## config.mk

```make
export PLATFORM = sky130hd
export DESIGN_NAME = mem_arbiter
export DESIGN_NICKNAME = d
export VERILOG_FILES = /design/src/rtl/mem_arbiter.sv
export SDC_FILE = /design/constraint.sdc
export NUM_CORES = 1
export LEC_CHECK = 0
export ABC_AREA = 1
export CAP_MARGIN = 20
export CORE_AREA = 2 2 215 217
export DETAILED_ROUTE_END_ITERATION = 16
export DIE_AREA = 0 0 217 219
export HOLD_SLACK_MARGIN = 0.02
export SETUP_SLACK_MARGIN = 0.05
export SKIP_CTS_REPAIR_TIMING = 1
export SLEW_MARGIN = 20
export SYNTH_ARGS = -nofsm -noshare
export SYNTH_HDL_FRONTEND = slang
export SYNTH_SLANG_ARGS = --single-unit
```

## constraint.sdc

```tcl
create_clock -name clk -period 1.9 [get_ports clk]
set_input_delay 0.38 -clock clk [delete_from_list [all_inputs] [get_ports clk]]
set_output_delay 0.38 -clock clk [all_outputs]
set_load 0.005 [all_outputs]
```

## src/rtl/mem_arbiter.sv

```systemverilog
// -----------------------------------------------------------------------------
// mem_arbiter
//
// Serialises instruction-cache line fills and data-cache loads/stores onto a
// single main-memory request port. Each access is issued as a one-cycle
// mem_req pulse. The arbiter then waits for mem_response_valid, or declares the
// fill lost after TIMEOUT_CYCLES wait cycles. The returned line is flagged
// valid only for the client that owns the outstanding access.
//
// Ports
//   clk, reset            clock, synchronous active-high reset
//   ic_req / ic_addr      icache fill request (level, held until ic_fill_valid)
//   ic_fill_data/_valid   line returned to icache (valid is a one-cycle pulse)
//   dc_req / dc_store / dc_store_word / dc_addr / dc_store_data
//                         dcache request (level, held until fill_valid or
//                         store_done); store_word=0 means a byte store
//   dc_fill_data/_valid   line returned to dcache (valid is a one-cycle pulse)
//   dc_store_done         one-cycle pulse when a store is committed
//   mem_req, mem_store, mem_store_word, mem_address, mem_evict_data
//                         request port towards memory
//   mem_fill_data, mem_response_valid
//                         response port from memory
//   timeout_err           sticky flag, set when a fill is declared lost
// -----------------------------------------------------------------------------
module mem_arbiter #(
  parameter int FILL_DATA_WIDTH = 128,
  parameter int ADDRESS_WIDTH   = 32,
  parameter int WORD_WIDTH      = 32,
  parameter int TIMEOUT_CYCLES  = 64
) (
  input  logic                       clk,
  input  logic                       reset,
  // icache client
  input  logic                       ic_req,
  input  logic [ADDRESS_WIDTH-1:0]   ic_addr,
  output logic [FILL_DATA_WIDTH-1:0] ic_fill_data,
  output logic                       ic_fill_valid,
  // dcache client
  input  logic                       dc_req,
  input  logic                       dc_store,
  input  logic                       dc_store_word,
  input  logic [ADDRESS_WIDTH-1:0]   dc_addr,
  input  logic [WORD_WIDTH-1:0]      dc_store_data,
  output logic [FILL_DATA_WIDTH-1:0] dc_fill_data,
  output logic                       dc_fill_valid,
  output logic                       dc_store_done,
  // memory port
  output logic                       mem_req,
  output logic                       mem_store,
  output logic                       mem_store_word,
  output logic [ADDRESS_WIDTH-1:0]   mem_address,
  output logic [WORD_WIDTH-1:0]      mem_evict_data,
  input  logic [FILL_DATA_WIDTH-1:0] mem_fill_data,
  input  logic                       mem_response_valid,
  // status
  output logic                       timeout_err
);

  localparam int CNT_W = $clog2(TIMEOUT_CYCLES + 1);

  typedef enum logic [1:0] {
    S_IDLE,
    S_ISSUE,
    S_WAIT
  } state_e;

  typedef enum logic {
    OWN_IC,
    OWN_DC
  } owner_e;

  state_e                   state_q, state_d;
  owner_e                   owner_q, owner_d;
  owner_e                   last_grant_q, last_grant_d;
  logic [ADDRESS_WIDTH-1:0] addr_q, addr_d;
  logic                     store_q, store_d;
  logic                     store_word_q, store_word_d;
  logic [WORD_WIDTH-1:0]    data_q, data_d;
  logic [CNT_W-1:0]         cnt_q, cnt_d;
  logic                     timeout_err_q, timeout_err_d;

  logic grant_dc;
  logic fill_fire;   // owner's fill completes this cycle
  logic fill_lost;   // ...and it completes because of the timeout
  logic store_fire;

  // ---------------------------------------------------------------------------
  // Next-state and pulse logic
  // ---------------------------------------------------------------------------
  always_comb begin
    // NOTE: every signal assigned in this block gets a default first, so no
    // path through the case statement can infer a latch.
    state_d       = state_q;
    owner_d       = owner_q;
    last_grant_d  = last_grant_q;
    addr_d        = addr_q;
    store_d       = store_q;
    store_word_d  = store_word_q;
    data_d        = data_q;
    cnt_d         = cnt_q;
    timeout_err_d = timeout_err_q;
    grant_dc      = 1'b0;
    fill_fire     = 1'b0;
    fill_lost     = 1'b0;
    store_fire    = 1'b0;

    unique case (state_q)
      S_IDLE: begin
        if (ic_req || dc_req) begin
          if (ic_req && dc_req) begin
            // Conflict: favour the client that did not win the previous
            // conflict. Uncontested grants leave last_grant untouched.
            grant_dc     = (last_grant_q == OWN_IC);
            last_grant_d = grant_dc ? OWN_DC : OWN_IC;
          end else begin
            grant_dc = dc_req;
          end

          if (grant_dc) begin
            owner_d      = OWN_DC;
            addr_d       = dc_addr;
            store_d      = dc_store;
            store_word_d = dc_store_word;
            data_d       = dc_store_data;
          end else begin
            // The icache only ever fills.
            owner_d      = OWN_IC;
            addr_d       = ic_addr;
            store_d      = 1'b0;
            store_word_d = 1'b0;
            data_d       = '0;
          end
          state_d = S_ISSUE;
        end
      end

      S_ISSUE: begin
        if (store_q) begin
          // The write commits with this mem_req pulse; nothing comes back.
          store_fire = 1'b1;
          state_d    = S_IDLE;
        end else begin
          cnt_d   = '0;
          state_d = S_WAIT;
        end
      end

      S_WAIT: begin
        cnt_d = cnt_q + CNT_W'(1);
        if (mem_response_valid) begin
          fill_fire = 1'b1;
          state_d   = S_IDLE;
        end else if (cnt_q == CNT_W'(TIMEOUT_CYCLES - 1)) begin
          fill_fire     = 1'b1;
          fill_lost     = 1'b1;
          timeout_err_d = 1'b1;
          state_d       = S_IDLE;
        end
      end

      default: state_d = S_IDLE;
    endcase
  end

  // ---------------------------------------------------------------------------
  // State registers
  // ---------------------------------------------------------------------------
  always_ff @(posedge clk) begin
    // NOTE: sequential state is updated with non-blocking assignments so every
    // register samples the values from before this edge.
    if (reset) begin
      state_q       <= S_IDLE;
      owner_q       <= OWN_IC;
      last_grant_q  <= OWN_IC;
      addr_q        <= '0;
      store_q       <= 1'b0;
      store_word_q  <= 1'b0;
      data_q        <= '0;
      cnt_q         <= '0;
      timeout_err_q <= 1'b0;
    end else begin
      state_q       <= state_d;
      owner_q       <= owner_d;
      last_grant_q  <= last_grant_d;
      addr_q        <= addr_d;
      store_q       <= store_d;
      store_word_q  <= store_word_d;
      data_q        <= data_d;
      cnt_q         <= cnt_d;
      timeout_err_q <= timeout_err_d;
    end
  end

  // ---------------------------------------------------------------------------
  // Outputs
  // ---------------------------------------------------------------------------
  assign mem_req        = (state_q == S_ISSUE);
  assign mem_store      = store_q;
  assign mem_store_word = store_word_q;
  assign mem_address    = addr_q;
  assign mem_evict_data = data_q;

  assign ic_fill_valid  = fill_fire && (owner_q == OWN_IC);
  assign dc_fill_valid  = fill_fire && (owner_q == OWN_DC);
  assign dc_store_done  = store_fire;

  // A lost fill hands its owner an all-zero line instead of whatever happens
  // to be on the memory data bus.
  assign ic_fill_data   = (fill_lost && (owner_q == OWN_IC)) ? '0 : mem_fill_data;
  assign dc_fill_data   = (fill_lost && (owner_q == OWN_DC)) ? '0 : mem_fill_data;

  assign timeout_err    = timeout_err_q;

endmodule

```

# Word-level counts from Yosys, hierarchy flattened

Index checks and enable logic that the tools add are counted.

Input port bits: 231
Output and inout port bits: 327
Register bits: 78
Logic and storage cells: 57

Reduce and logical (&&, ||, !) cells: 13
Bitwise operators: 3
Eq/ne operators: 6
Add/subtract/negate cells: 1
Multiplexer cells: 25

Operators with widths:

| cell                                          | number |
|---|---|
| two-way mux 128 bit                           | 2 |
| two-way mux 32 bit                            | 2 |
| two-way mux 1 bit                             | 14 |
| case mux 7 bit (2 select lines)               | 1 |
| two-way mux 2 bit                             | 4 |
| adder 7 x 1 -> 7 bit, second input constant   | 1 |
| == test 7 x 6 -> 1 bit, second input constant | 1 |
| two-way mux 7 bit                             | 1 |
| case mux 2 bit (3 select lines)               | 1 |
| AND reduction 2 bit                           | 3 |
| AND reduction 3 bit                           | 2 |
| logical AND 1 bit                             | 5 |
| != test 2 bit, second input constant          | 2 |
| != test 3 bit, second input constant          | 1 |
| NOT 1 bit                                     | 3 |
| == test 2 x 1 -> 1 bit, second input constant | 1 |
| == test 2 bit, second input constant          | 1 |
| zero test 2 bit                               | 1 |
| nonzero test 2 bit                            | 1 |
| logical OR 1 bit                              | 1 |

# Longest topological paths before layout

Depth in word-level cells: 6
Mapped depth: 8
Gate-level depth less buffers: 7

# Least setup slack after synthesis

OpenSTA, ideal clock, no wires.

Path type: reg2out
Start: register cnt_q[0]
End: output port dc_fill_data[107]
Path slack: 249 ps
Buffers on the path: 2
Required time: 1520 ps
Stages on the path, launching flop included: 9
Arrival time: 1271 ps
Path through: dfxtp_1 ha_1 nand3_2 nor2_4 nand3_2 buf_2 buf_6 nand2_1 inv_1

Word-level cells in the longest chain between the ends: 6

RTL lines:

| item                     | RTL line | source |
|---|---|---|
| start: declaration       | 79       | `logic [CNT_W-1:0] cnt_q, cnt_d;` |
| start signal: assignment | 189      | `cnt_q <= cnt_d;` |
| == test 7 x 6 -> 1 bit   | 153      | `end else if (cnt_q == CNT_W'(TIMEOUT_CYCLES - 1)) begin` |
| two-way mux 1 bit        | 153      |  |
| two-way mux 1 bit        | 150      | `if (mem_response_valid) begin` |
| two-way mux 1 bit        | 107      | `unique case (state_q)` |
| logical AND 1 bit        | 210      | `assign dc_fill_data = (fill_lost && (owner_q == OWN_DC)) ? '0 : mem_fill_data;` |
| two-way mux 128 bit      | 210      |  |
| end: declaration         | 44       | `output logic [FILL_DATA_WIDTH-1:0] dc_fill_data,` |

No other way between the ends.

# Worst setup path in the final report

Start: register cnt_q[1]
End: output port ic_fill_data[24]

Word-level cells in the longest chain between the ends: 6

RTL lines:

| item                   | RTL line | source |
|---|---|---|
| == test 7 x 6 -> 1 bit | 153      |  |
| two-way mux 1 bit      | 153      |  |
| two-way mux 1 bit      | 150      |  |
| two-way mux 1 bit      | 107      |  |
| logical AND 1 bit      | 209      | `assign ic_fill_data = (fill_lost && (owner_q == OWN_IC)) ? '0 : mem_fill_data;` |
| two-way mux 128 bit    | 209      |  |
| end: declaration       | 36       | `output logic [FILL_DATA_WIDTH-1:0] ic_fill_data,` |

No other way between the ends.

==> impl_metrics.tcl <==
set metrics [dict create \
    yosysTopAreaCellShare 0.2811 \
    port_buffers 557 \
    irDropWorstVdd_v 0.0005010 \
    die_w_um 217 \
    drt_first_pass_iters 5 \
    critPathBufInv 4 \
    synth_area_mm2 0.005554 \
    die_y_um 219 \
    grt_pass1_vias 7711 \
    synthTopCellsByArea "dfxtp_1 (28%), nand2_1 (24%), inv_1 (18%)" \
    htreeDepth 3 \
    cp-start-kind "flop" \
    slowest_delay_ns 0.43 \
    core_mm2 0.04509 \
    period_share 1.345 \
    die_area_mm2 0.04752 \
    syn_avg_cell_area_um2 5.554 \
    p_leak_uw 0.007187 \
    grt-ovfl-total 0 \
    drt_wl_total_um 34420 \
    path_class "flop to output pin" \
    ant_nets 0 \
    status "finished with violations" \
    track_usage 0.1293 \
    fillCellCount 4981 \
    post_dp_cell_area_mm2 0.01202 \
    fin_worst_skew_ns 0.007307 \
    drt_iter0_drc 407 \
    cts_root_buffer "clkbuf_16" \
    antenna_found_initial 9 \
    cp_max_fo 20 \
    tightestPinTransition_ns 0.4368 \
    viasPerCell 3.704 \
    cts_tree "yes" \
    timing.fmax_mhz 391.4 \
    place_ws_ns -0.6971 \
    grt_max_degree 41 \
    cpMaxStageDelayCell "clkdlybuf4s50_1" \
    yosysSeqAreaShare 0.2811 \
    clock_latency_ns 0.35 \
    worst_setup_path_end_kind "output pin" \
    grt_pass1_wl_um 46490 \
    syn_inst 1000 \
    cts.path.max_buffers 2 \
    powerDensity_mw_per_mm2 466.6 \
    drv_slew 0 \
    worst_slack_ns -0.6547 \
    gp_congestion 0.9739 \
    clock-sinks 78 \
    post_drt_wl_per_cell_um 15.76 \
    violations "setup timing" \
    fin_setup_tns_ns -120.86 \
    holdWs_ns 0.4633 \
    path_delay_family "buffers and inverters" \
    hold_viol 0 \
    drcViolationCount 0 \
    synth_warnings 0 \
    drive_gt1_frac 0.08180 \
    rows 78 \
    layout.nets 1804 \
    initial_core_util 0.1232 \
    rsz0062_at_grt "true" \
    path_common_cell "nand3_4" \
    slew_headroom 0.7088 \
    design_area_mm2 0.01264 \
    path_cells "ha_4 -> nand3_4 -> nor2_4 -> nand3_4 -> buf_16 -> buf_4 -> nand2_1 -> inv_1 -> clkdlybuf4s50_1" \
    clk_pin_slew_worst_paths_ns 0.06 \
    synth_top_area_cell "dfxtp_1" \
    layout.cells.non_filler 2184 \
    vias 8089 \
    synth_seq_cells 78 \
    numPlacedInstances 2156 \
    synth_cell_types 20 \
    worst-endpoint-arrival_ns 2.17 \
    maxCapViolations 0 \
    fin_crit_ns 2.555 \
    numCtsBuffers 9 \
    dp_hpwl_um 28590 \
    synth_nets 1232 \
    area_delta_synth_final_pct 127.6 \
    worstPathRequired_ns 1.52 \
    io_pins 558 \
    setup_viol 260 \
    holdCritPathClass "flop to flop" \
]
==> cell usage in the layout (no fill, tap or decap), drive strengths merged, types with 3 or more instances in the layout <==
master         instances
clkdlybuf4s50        444
nand2                349
inv                  271
dlymetal6s2s          89
dfxtp                 78
nand3                 77
a21oi                 75
buf                   70
nor2                  49
o21ai                 35
clkbuf                32
diode                  7
clkinv                 3
==> metal layers <==
layer / GRT usage / up-vias / part of all wire
li1: - / 4028 / -
met2: 0.2258 / 378 / 0.50
met5: 0 / - / 0
met1: 0.1453 / 3632 / 0.39
met4: 0.07169 / 0 / 0.039
met3: 0.02952 / 51 / 0.076
==> worst reg2reg max path: stages, from the launching register on <==
cell	delay (ns)
dfxtp_1	0.32
buf_4	0.14
inv_1	0.07
nand2_1	0.09
nor2_4	0.13
buf_12	0.15
buf_12	0.16
nand2_1	0.06
a21oi_1	0.13
nor2_1	0.06
==> cell usage after synthesis <==
| cell type | n |
|---|---|
| a21oi_1 | 75 |
| buf_2 | 12 |
| buf_4 | 5 |
| buf_6 | 28 |
| clkbuf_1 | 18 |
| dfxtp_1 | 78 |
| ha_1 | 1 |
| inv_1 | 267 |
| inv_2 | 3 |
| nand2_1 | 348 |
| nand2_2 | 1 |
| nand3_1 | 74 |
| nand3_2 | 3 |
| nand4_1 | 1 |
| nor2_1 | 45 |
| nor2_2 | 2 |
| nor2_4 | 2 |
| nor3_1 | 1 |
| o21ai_0 | 35 |
| o21bai_1 | 1 |
==> layout make-up <==
type                            instances  area (µm²)  area share
Clock inverter                          5       57.56    0.004553
Multi-Input combinational cell        589        2559      0.2024
Sequential cell                        78        1564      0.1237
Timing Repair Buffer                  624        6436      0.5092
Inverter                              270        1013     0.08017
Clock buffer                           11       242.7     0.01920
Antenna cell                            7       17.52    0.001386
Tap cell                              600       750.7     0.05939
==> per-stage QoR <==
stage          power (µW)  utilization
6_report             5899       0.2804
3_5_place_dp         4223       0.2667
5_1_grt              6236       0.2804
3_3_place_gp         4211       0.2667
4_1_cts              6020       0.2733
2_1_floorplan        2567            -
==> registers in the layout, indices dropped and copies added, names as in the netlist <==
register        flops
mem_address        32
mem_evict_data     32
cnt_q               7
state_q             2
last_grant_q        1
mem_store           1
mem_store_word      1
owner_q             1
timeout_err         1
==> power by group <==
part | switching [µW] | leakage [µW] | internal [µW]
Combinational | 920 | 0.00639 | 1370
Sequential | 69.9 | 0.000643 | 1780
Clock | 712 | 0.000150 | 1060
Total | 1700 | 0.00719 | 4200
==> cells by family after synthesis <==
family / after synthesis / synth area share
compound gates: 111 / 0.1005
buf+inv: 333 / 0.2690
fa+ha+maj: 1 / 0.002252
simple gates: 477 / 0.3472
flops: 78 / 0.2811
==> final timing paths <==
check / from / endpoint / slack, ns / depth (start not counted)
worst max-delay path: cnt_q[1] / ic_fill_data[24] / -0.65 / 9
worst min-delay path: mem_evict_data[23] / mem_evict_data[23] / 0.46 / 2
worst max register to register: state_q[1] / mem_address[2] / 0.47 / 9
worst min register to register: mem_evict_data[23] / mem_evict_data[23] / 0.46 / 2
Power figures use the tool's default switching activity.
